===== src/rtl/de10_pkg.sv =====
// Shared definitions for DE10-Standard push-button and seven-segment blocks.
// Holds the BCD digit type, key polarity and the default debounce length.
package de10_pkg;

    typedef logic [3:0] bcd_digit_t;

    localparam logic       KEY_PRESSED   = 1'b0;
    localparam bcd_digit_t BCD_MAX_DIGIT = 4'd9;
    localparam bcd_digit_t BCD_MIN_DIGIT = 4'd0;

    // 20 ms at 50 MHz.
    localparam int unsigned DEBOUNCE_CYCLES_DEFAULT = 1_000_000;

    localparam int NUM_KEYS  = 3;
    localparam int KEY_UP    = 0;
    localparam int KEY_DOWN  = 1;
    localparam int KEY_CLEAR = 2;

endpackage


===== src/rtl/key_debounce.sv =====
// Two-flop synchroniser and level debouncer for one active-low push-button.
// Emits a one-cycle press pulse one edge after the stable level falls.
module key_debounce
    import de10_pkg::*;
#(
    parameter int unsigned DEBOUNCE_CYCLES = DEBOUNCE_CYCLES_DEFAULT
) (
    input  logic clk,
    input  logic rst_n,
    input  logic key_raw,
    output logic press
);

    localparam int CNT_W = $clog2(DEBOUNCE_CYCLES + 1);
    localparam logic [CNT_W-1:0] CNT_LAST = CNT_W'(DEBOUNCE_CYCLES - 1);

    logic             sync1_q;
    logic             sync2_q;
    logic             stable_q;
    logic             stable_d;
    logic             stable_prev_q;
    logic             press_q;
    logic             press_d;
    logic [CNT_W-1:0] cnt_q;
    logic [CNT_W-1:0] cnt_d;

    always_comb begin
        stable_d = stable_q;
        cnt_d    = '0;
        // Count only uninterrupted disagreement; the final step flips the level.
        if (sync2_q != stable_q) begin
            if (cnt_q == CNT_LAST) begin
                stable_d = sync2_q;
            end else begin
                cnt_d = cnt_q + CNT_W'(1);
            end
        end
        press_d = (stable_prev_q != KEY_PRESSED) && (stable_q == KEY_PRESSED);
    end

    always_ff @(posedge clk or negedge rst_n) begin
        if (!rst_n) begin
            sync1_q       <= 1'b1;
            sync2_q       <= 1'b1;
            stable_q      <= 1'b1;
            stable_prev_q <= 1'b1;
            cnt_q         <= '0;
            press_q       <= 1'b0;
        end else begin
            sync1_q       <= key_raw;
            sync2_q       <= sync1_q;
            stable_q      <= stable_d;
            stable_prev_q <= stable_q;
            cnt_q         <= cnt_d;
            press_q       <= press_d;
        end
    end

    assign press = press_q;

endmodule


===== src/rtl/bcd_key_counter.sv =====
// Two-digit BCD up/down counter stepped by debounced key presses.
// Clear dominates; simultaneous up and down cancel; wrap pulses on 99<->00.
module bcd_key_counter
    import de10_pkg::*;
#(
    parameter int unsigned DEBOUNCE_CYCLES = DEBOUNCE_CYCLES_DEFAULT
) (
    input  logic       clk,
    input  logic       rst_n,
    input  logic       key_up,
    input  logic       key_down,
    input  logic       key_clear,
    output logic [7:0] bcd_out,
    output logic       wrap
);

    logic [NUM_KEYS-1:0] key_raw;
    logic [NUM_KEYS-1:0] press;

    assign key_raw[KEY_UP]    = key_up;
    assign key_raw[KEY_DOWN]  = key_down;
    assign key_raw[KEY_CLEAR] = key_clear;

    generate
        for (genvar gi = 0; gi < NUM_KEYS; gi++) begin : g_key
            key_debounce #(
                .DEBOUNCE_CYCLES (DEBOUNCE_CYCLES)
            ) u_key_debounce (
                .clk     (clk),
                .rst_n   (rst_n),
                .key_raw (key_raw[gi]),
                .press   (press[gi])
            );
        end
    endgenerate

    bcd_digit_t tens_q;
    bcd_digit_t tens_d;
    bcd_digit_t ones_q;
    bcd_digit_t ones_d;
    logic       wrap_q;
    logic       wrap_d;

    always_comb begin
        tens_d = tens_q;
        ones_d = ones_q;
        wrap_d = 1'b0;
        if (press[KEY_CLEAR]) begin
            tens_d = BCD_MIN_DIGIT;
            ones_d = BCD_MIN_DIGIT;
        end else if (press[KEY_UP] && !press[KEY_DOWN]) begin
            if (ones_q == BCD_MAX_DIGIT) begin
                ones_d = BCD_MIN_DIGIT;
                if (tens_q == BCD_MAX_DIGIT) begin
                    tens_d = BCD_MIN_DIGIT;
                    wrap_d = 1'b1;
                end else begin
                    tens_d = tens_q + 4'd1;
                end
            end else begin
                ones_d = ones_q + 4'd1;
            end
        end else if (press[KEY_DOWN] && !press[KEY_UP]) begin
            if (ones_q == BCD_MIN_DIGIT) begin
                ones_d = BCD_MAX_DIGIT;
                if (tens_q == BCD_MIN_DIGIT) begin
                    tens_d = BCD_MAX_DIGIT;
                    wrap_d = 1'b1;
                end else begin
                    tens_d = tens_q - 4'd1;
                end
            end else begin
                ones_d = ones_q - 4'd1;
            end
        end
    end

    always_ff @(posedge clk or negedge rst_n) begin
        if (!rst_n) begin
            tens_q <= BCD_MIN_DIGIT;
            ones_q <= BCD_MIN_DIGIT;
            wrap_q <= 1'b0;
        end else begin
            tens_q <= tens_d;
            ones_q <= ones_d;
            wrap_q <= wrap_d;
        end
    end

    assign bcd_out = {tens_q, ones_q};
    assign wrap    = wrap_q;

endmodule


===== config.mk =====
export PLATFORM = sky130hd
export DESIGN_NAME = bcd_key_counter
export DESIGN_NICKNAME = d
export VERILOG_FILES = /design/src/rtl/de10_pkg.sv /design/src/rtl/key_debounce.sv /design/src/rtl/bcd_key_counter.sv
export SDC_FILE = /design/constraint.sdc
export NUM_CORES = 1
export LEC_CHECK = 0
export ABC_AREA = 1
export CORE_UTILIZATION = 55
export DETAILED_ROUTE_END_ITERATION = 10
export DONT_BUFFER_PORTS = 1
export HOLD_SLACK_MARGIN = 0.15
export PLACE_DENSITY = 0.73
export SYNTH_ARGS = -nofsm -noshare
export SYNTH_HDL_FRONTEND = slang
export SYNTH_HIERARCHICAL = 1
export SYNTH_SLANG_ARGS = --single-unit

===== constraint.sdc =====
create_clock -name clk -period 1.4 [get_ports clk]
set_input_delay 0.28 -clock clk [delete_from_list [all_inputs] [get_ports clk]]
set_output_delay 0.28 -clock clk [all_outputs]
set_load 0.05 [all_outputs]

# [Word level (Yosys, flattened, before mapping)]
# Cells that the tools add are included.
[totals] reg_bits=84 input_bits=5 elab_cells=80
[classes] addsub=7 eq_ne=9 mux=25 bitwise_logic=3 n_reduce_logical=15
[op_table] op="$mux 20" count=6
[op_table] op="$add 20x1->20 const B" count=3
[op_table] op="$eq 20x20->1 const B" count=3
[op_table] op="$mux 4" count=12
[op_table] op="$add 4x1->4 const B" count=2
[op_table] op="$eq 4x4->1 const B" count=2
[op_table] op="$logic_not 4->1" count=2
[op_table] op="$sub 4x1->4 const B" count=2
[op_table] op="$mux 1" count=7
[op_table] op="$reduce_and 2->1" count=3
[op_table] op="$reduce_bool 3->1" count=2
[op_table] op="$logic_and 1x1->1" count=5
[op_table] op="$ne 1x1->1" count=3
[op_table] op="$ne 3x1->1 const B" count=1
[op_table] op="$not 1->1" count=3
[op_table] op="$reduce_and 3->1" count=1
[op_table] op="$logic_not 1->1" count=2

# [Depth between registers and ports, before layout]
[logic_depth] ltp_word=6 ltp_mapped=10

# [By module]
# Netlist, hierarchy kept.
[modules_own_cells] mod="key_debounce" n_inst=3 cells_per_inst=165 area_each_um2=1350.0 seq_area_each_um2=630.6
[modules_own_cells] mod="bcd_key_counter" n_inst=1 cells_per_inst=122 area_each_um2=835.8 seq_area_each_um2=225.2

# [Least setup slack after synthesis]
# Ideal clock, no wire load.
[synth_timing] path_kind="register to register" startpoint="register ones_q[0]" endpoint="register tens_q[0]" setup_ps=66 arrival_ps=1681 t_required_ps=1334 path_slack_ps=-347 stages_incl_launch_ff=10 n_path_buf=0 synth_period_minus_slack_ps=1747 cell_sequence="dfrtp_1 inv_1 ha_1 nand2_2 nor2_2 nand2_1 nand2_1 o21ai_2 nand2_1 nand2_1"
[synth_via] elab_chain_len=3 elab_cells_between_ends=5 classes_between="2 x eq/ne; 3 x reduce/logical"
[synth_rtl] item="from (decl)" line="bcd_key_counter.sv:39" rtl="bcd_digit_t ones_q;"
[synth_rtl] item="from (signal assigned)" line="bcd_key_counter.sv:85" rtl="ones_q <= ones_d;"
[synth_rtl] item="$eq 4x4->1 / $logic_not 4->1 (equally long branches)" line="bcd_key_counter.sv:52, bcd_key_counter.sv:64"
[synth_rtl] item="$ne 3x1->1 (no line) / $reduce_bool 3->1 (equally long branches)"
[synth_rtl] item="$reduce_and 3->1 (no line) (*)"
[synth_rtl] item="to (signal assigned)" line="bcd_key_counter.sv:84" rtl="tens_q <= tens_d;"
[synth_rtl] item="to (decl)" line="bcd_key_counter.sv:37" rtl="bcd_digit_t tens_q;"
# Mark *: on every way between the ends. The rest lies on a longest branch, timed or not.
# A chain may end at the register's enable or synchronous reset.

# [Worst setup path in the final report]
[layout_timing] startpoint="register g_key[2].u_key_debounce.cnt_q[0]" endpoint="register g_key[2].u_key_debounce.cnt_q[8]"
[layout_via] elab_chain_len=3 elab_cells_between_ends=4 classes_between="1 x add/sub; 1 x eq/ne; 2 x mux"
[layout_rtl] item="from (decl)" line="key_debounce.sv:24" rtl="logic [CNT_W-1:0] cnt_q;"
[layout_rtl] item="from (signal assigned)" line="key_debounce.sv:54" rtl="cnt_q <= cnt_d;"
[layout_rtl] item="$add 20x1->20 / $eq 20x20->1 (equally long branches)" line="key_debounce.sv:35, key_debounce.sv:32"
[layout_rtl] item="$mux 20 (*)" line="key_debounce.sv:32" rtl="if (cnt_q == CNT_LAST) begin"
[layout_rtl] item="$mux 20 (*)" line="key_debounce.sv:31" rtl="if (sync2_q != stable_q) begin"
[layout_rtl] item="named net g_key[2].u_key_debounce.cnt_d[8]" line="key_debounce.sv:25" rtl="logic [CNT_W-1:0] cnt_d;"
# The timed path passes the listed nets; every way through them passes the cells marked *.

==> impl_metrics.sql <==
INSERT INTO impl_metrics (metric_group, metric, value, unit) VALUES
('status', 'status', 'finished, violations left', ''),
('status', 'violated_checks', 'hold timing, setup timing', ''),
('sta', 'max_clock_freq', '705', 'MHz'),
('min_path', 'worstHoldPathType', 'input pin to asynchronous set/reset pin', ''),
('synth', 'synth.lib_cells_used.distinct', '29', ''),
('worst_setup_path', 'cp.arrival', '1.65', 'ns'),
('synth', 'syn_nets', '631', ''),
('clocking', 'clock_latency', '0.35', 'ns'),
('synth', 'avgSynthCellArea', '7.92', 'um2'),
('pwr', 'p_seq_frac', '0.581', ''),
('clocking', 'numCtsBuffers', '9', ''),
('sta', 'period_minus_slack', '1.42', 'ns'),
('worst_setup_path', 'required_time_reported_for_the_critical_path_endpoint', '1.64', 'ns'),
('synth', 'postSynthCellCount', '617', ''),
('detailed_routing', 'postRouteWirelength', '10700', 'um'),
('global_route', 'gr-usage-all-layers', '0.233', ''),
('sta', 'timing.hold.ws', '-0.386', 'ns'),
('sta', 'tns', '-0.0273', 'ns'),
('floorplan', 'ioPinCount', '14', ''),
('clocking', 'tritoncts', 'done', ''),
('global_route', 'grt_pass1_vias', '3875', ''),
('worst_setup_path', 'max_stage_delay', '0.39', 'ns'),
('finish', 'ff_latch_area', '2140', 'um2'),
('pwr', 'irDropWorstVdd', '0.000626', 'V'),
('sta', 'slew-limit-headroom', '0.707', ''),
('clocking', 'cts_buffer_depth', '2', ''),
('sta', 'finalSetupViolations', '2', ''),
('detailed_routing', 'remaining_antenna_violation_count_after_routing', '0', ''),
('worst_setup_path', 'critical_path_class', 'flip-flop to flip-flop', ''),
('pwr', 'p_clk_frac', '0.384', ''),
('finish', 'layout-drive-gt1-share', '0.302', ''),
('detailed_routing', 'drt-wirelength-per-cell', '13.6', 'um'),
('finish', 'antennaDiodeCount', '0', ''),
('clocking', 'clock-root-buffer', 'clkbuf_8', ''),
('global_route', 'grt_pass1_wl', '16700', 'um'),
('finish', 'area_delta_synth_final', '20.0', '%'),
('synth', 'synth.yosys.seq_area_share', '0.433', ''),
('floorplan', 'die_height', '96.3', 'um'),
('clocking', 'postCtsHoldBufs', '3', ''),
('sta', 'setup_slack', '-0.0185', 'ns'),
('placement', 'post_placement_cell_count', '739', ''),
('pwr', 'power.share.switching', '0.222', ''),
('sta', 'finalHoldViolations', '84', ''),
('worst_setup_path', 'timing.reg2reg.setup_slack', '-0.02', 'ns'),
('detailed_routing', 'drc', '0', ''),
('worst_setup_path', 'critical_path_start_type', 'flip-flop', ''),
('global_route', 'maximum_number_of_pins_on_one_net_before_global_route_repair', '85', ''),
('finish', 'fillerInstances', '706', ''),
('synth', 'synth.yosys.warnings', '6', ''),
('clocking', 'cts.clk_slew.worst_paths', '0.09', 'ns'),
('synth', 'synthesis.area', '4890', 'um2'),
('global_route', 'initial_antenna_violation_count', '0', ''),
('floorplan', 'core_area', '8680', 'um2'),
('detailed_routing', 'viasPerCell', '5.28', ''),
('detailed_routing', 'routed-via-count', '4155', ''),
('detailed_routing', 'detail_route.iter0.violations', '115', ''),
('clocking', 'cts_sinks', '84', ''),
('sta', 'min_period_over_period', '1.01', ''),
('pwr', 'power_per_cell_area', '730', 'nW/um2'),
('sta', 'final-max-slew-violation-count', '0', ''),
('floorplan', 'die_width', '96.3', 'um'),
('finish', 'post_layout_nonfiller_instances', '787', ''),
('placement', 'portBuffers', '0', ''),
('floorplan', 'floorplan.initialDensity', '0.563', ''),
('pwr', 'comb_power_share', '0.035', ''),
('sta', 'fin_worst_skew', '0.0107', 'ns'),
('detailed_routing', 'drtPass1Iterations', '4', ''),
('global_route', 'grt-ovfl-total', '0', ''),
('pwr', 'p_int', '3.33', 'mW'),
('sta', 'rsz0062_at_grt', 'true', ''),
('finish', 'multiInputGateArea', '2780', 'um2');
==> logic make-up after synthesis <==
logic type / after synthesis / synth area share
compound gates: 33 / 0.0379
xor+xnor: 33 / 0.0638
fa+ha+maj: 9 / 0.0230
buf+inv: 65 / 0.0517
flops: 84 / 0.433
simple gates: 393 / 0.390
==> layer usage <==
layer,part of all wire,routed length [um],global-route usage
met5,0,0,0
met3,0.029,307,0.0419
met2,0.50,5370,0.389
met4,0.013,143,0.0821
met1,0.46,4900,0.303
==> layout make-up <==
| type | instances | share of cell area |
|---|---|---|
| timing repair buffer | 48 | 0.0655 |
| inverter | 63 | 0.0412 |
| clock buffer | 14 | 0.0295 |
| tap | 108 | 0.0231 |
| sequential | 84 | 0.364 |
| multi-input combinational | 468 | 0.474 |
| clock inverter | 2 | 0.00277 |
==> power groups by stage <==
stage | logic [mW] | clock network [mW] | registers, mW
finish | 0.150 | 1.64 | 2.49
global placement | 0.0933 | 0 | 2.53
detailed placement | 0.0962 | 0 | 2.53
CTS | 0.107 | 1.71 | 2.48
floorplan | 0.0726 | 0 | 2.53
global route | 0.168 | 1.80 | 2.49
==> stage by stage <==
step | power, mW | setup WS [ns] | area [um2] | utilization | hold slack [ns]
after global routing | 4.46 | -0.0717 | 5860 | 0.675 | -0.409
final | 4.28 | -0.0185 | 5860 | 0.675 | -0.386
after global placement | 2.62 | 0.0180 | 5150 | 0.593 | -0.0140
after CTS | 4.30 | 0.00261 | 5420 | 0.624 | -0.402
after detailed placement | 2.63 | -0.0392 | 5150 | 0.593 | -0.0142
after floorplan | 2.60 | -0.00451 | 4910 | - | -0.0156
==> critical path, delay by kind of cell (launching register included) <==
family	cells	cell delay (ns)
AND/OR/NAND/NOR	4	0.37
adder cells (fa/ha/maj)	1	0.23
flip-flops	1	0.39
XOR/XNOR	1	0.19
buffers and inverters	1	0.14
==> worst paths after layout <==
path | start | endpoint | depth (start not counted)
max | g_key[2].u_key_debounce/cnt_q[0] | g_key[2].u_key_debounce/cnt_q[8] | 7
min | rst_n | tens_q[3] | 0
max reg2reg | g_key[2].u_key_debounce/cnt_q[0] | g_key[2].u_key_debounce/cnt_q[8] | 7
min reg2reg | g_key[2].u_key_debounce/sync1_q | g_key[2].u_key_debounce/sync2_q | 0
max in group asynchronous | rst_n | g_key[2].u_key_debounce/stable_q | 0
min in group clk | g_key[2].u_key_debounce/sync1_q | g_key[2].u_key_debounce/sync2_q | 0
==> synthesized netlist by cell type, drive strengths merged <==
cell	count	area (um2)
nor3b	6	75.1
xnor2	8	70.1
nand3b	3	22.5
buf	2	16.3
nor3	9	45.0
inv	63	236
nand2	145	592
a21oi	9	56.3
nand4	16	100
nand3	53	308
dfstp	12	315
o21ai	23	123
o22ai	1	6.26
nor2	158	746
or2	3	18.8
xor2	25	241
ha	9	113
dfrtp	72	1800
==> sequential cells by signal, summed over array words and instances (netlist names) <==
register,flops
g_key.u_key_debounce/stable_q,3
g_key.u_key_debounce/cnt_q,60
g_key.u_key_debounce/sync2_q,3
ones_q,4
g_key.u_key_debounce/press,3
g_key.u_key_debounce/stable_prev_q,3
tens_q,4
wrap,1
g_key.u_key_debounce/sync1_q,3
==> timing repair <==
item | in CTS | in global routing
endpoints found under the setup margin | 26 | 50
gates resized for setup | 10 | 57
pin swaps | 1 | 26
endpoints found under the hold margin | 87 | 84
setup buffers | 1 | 28
Note: power is estimated with default switching activity, not from simulation.
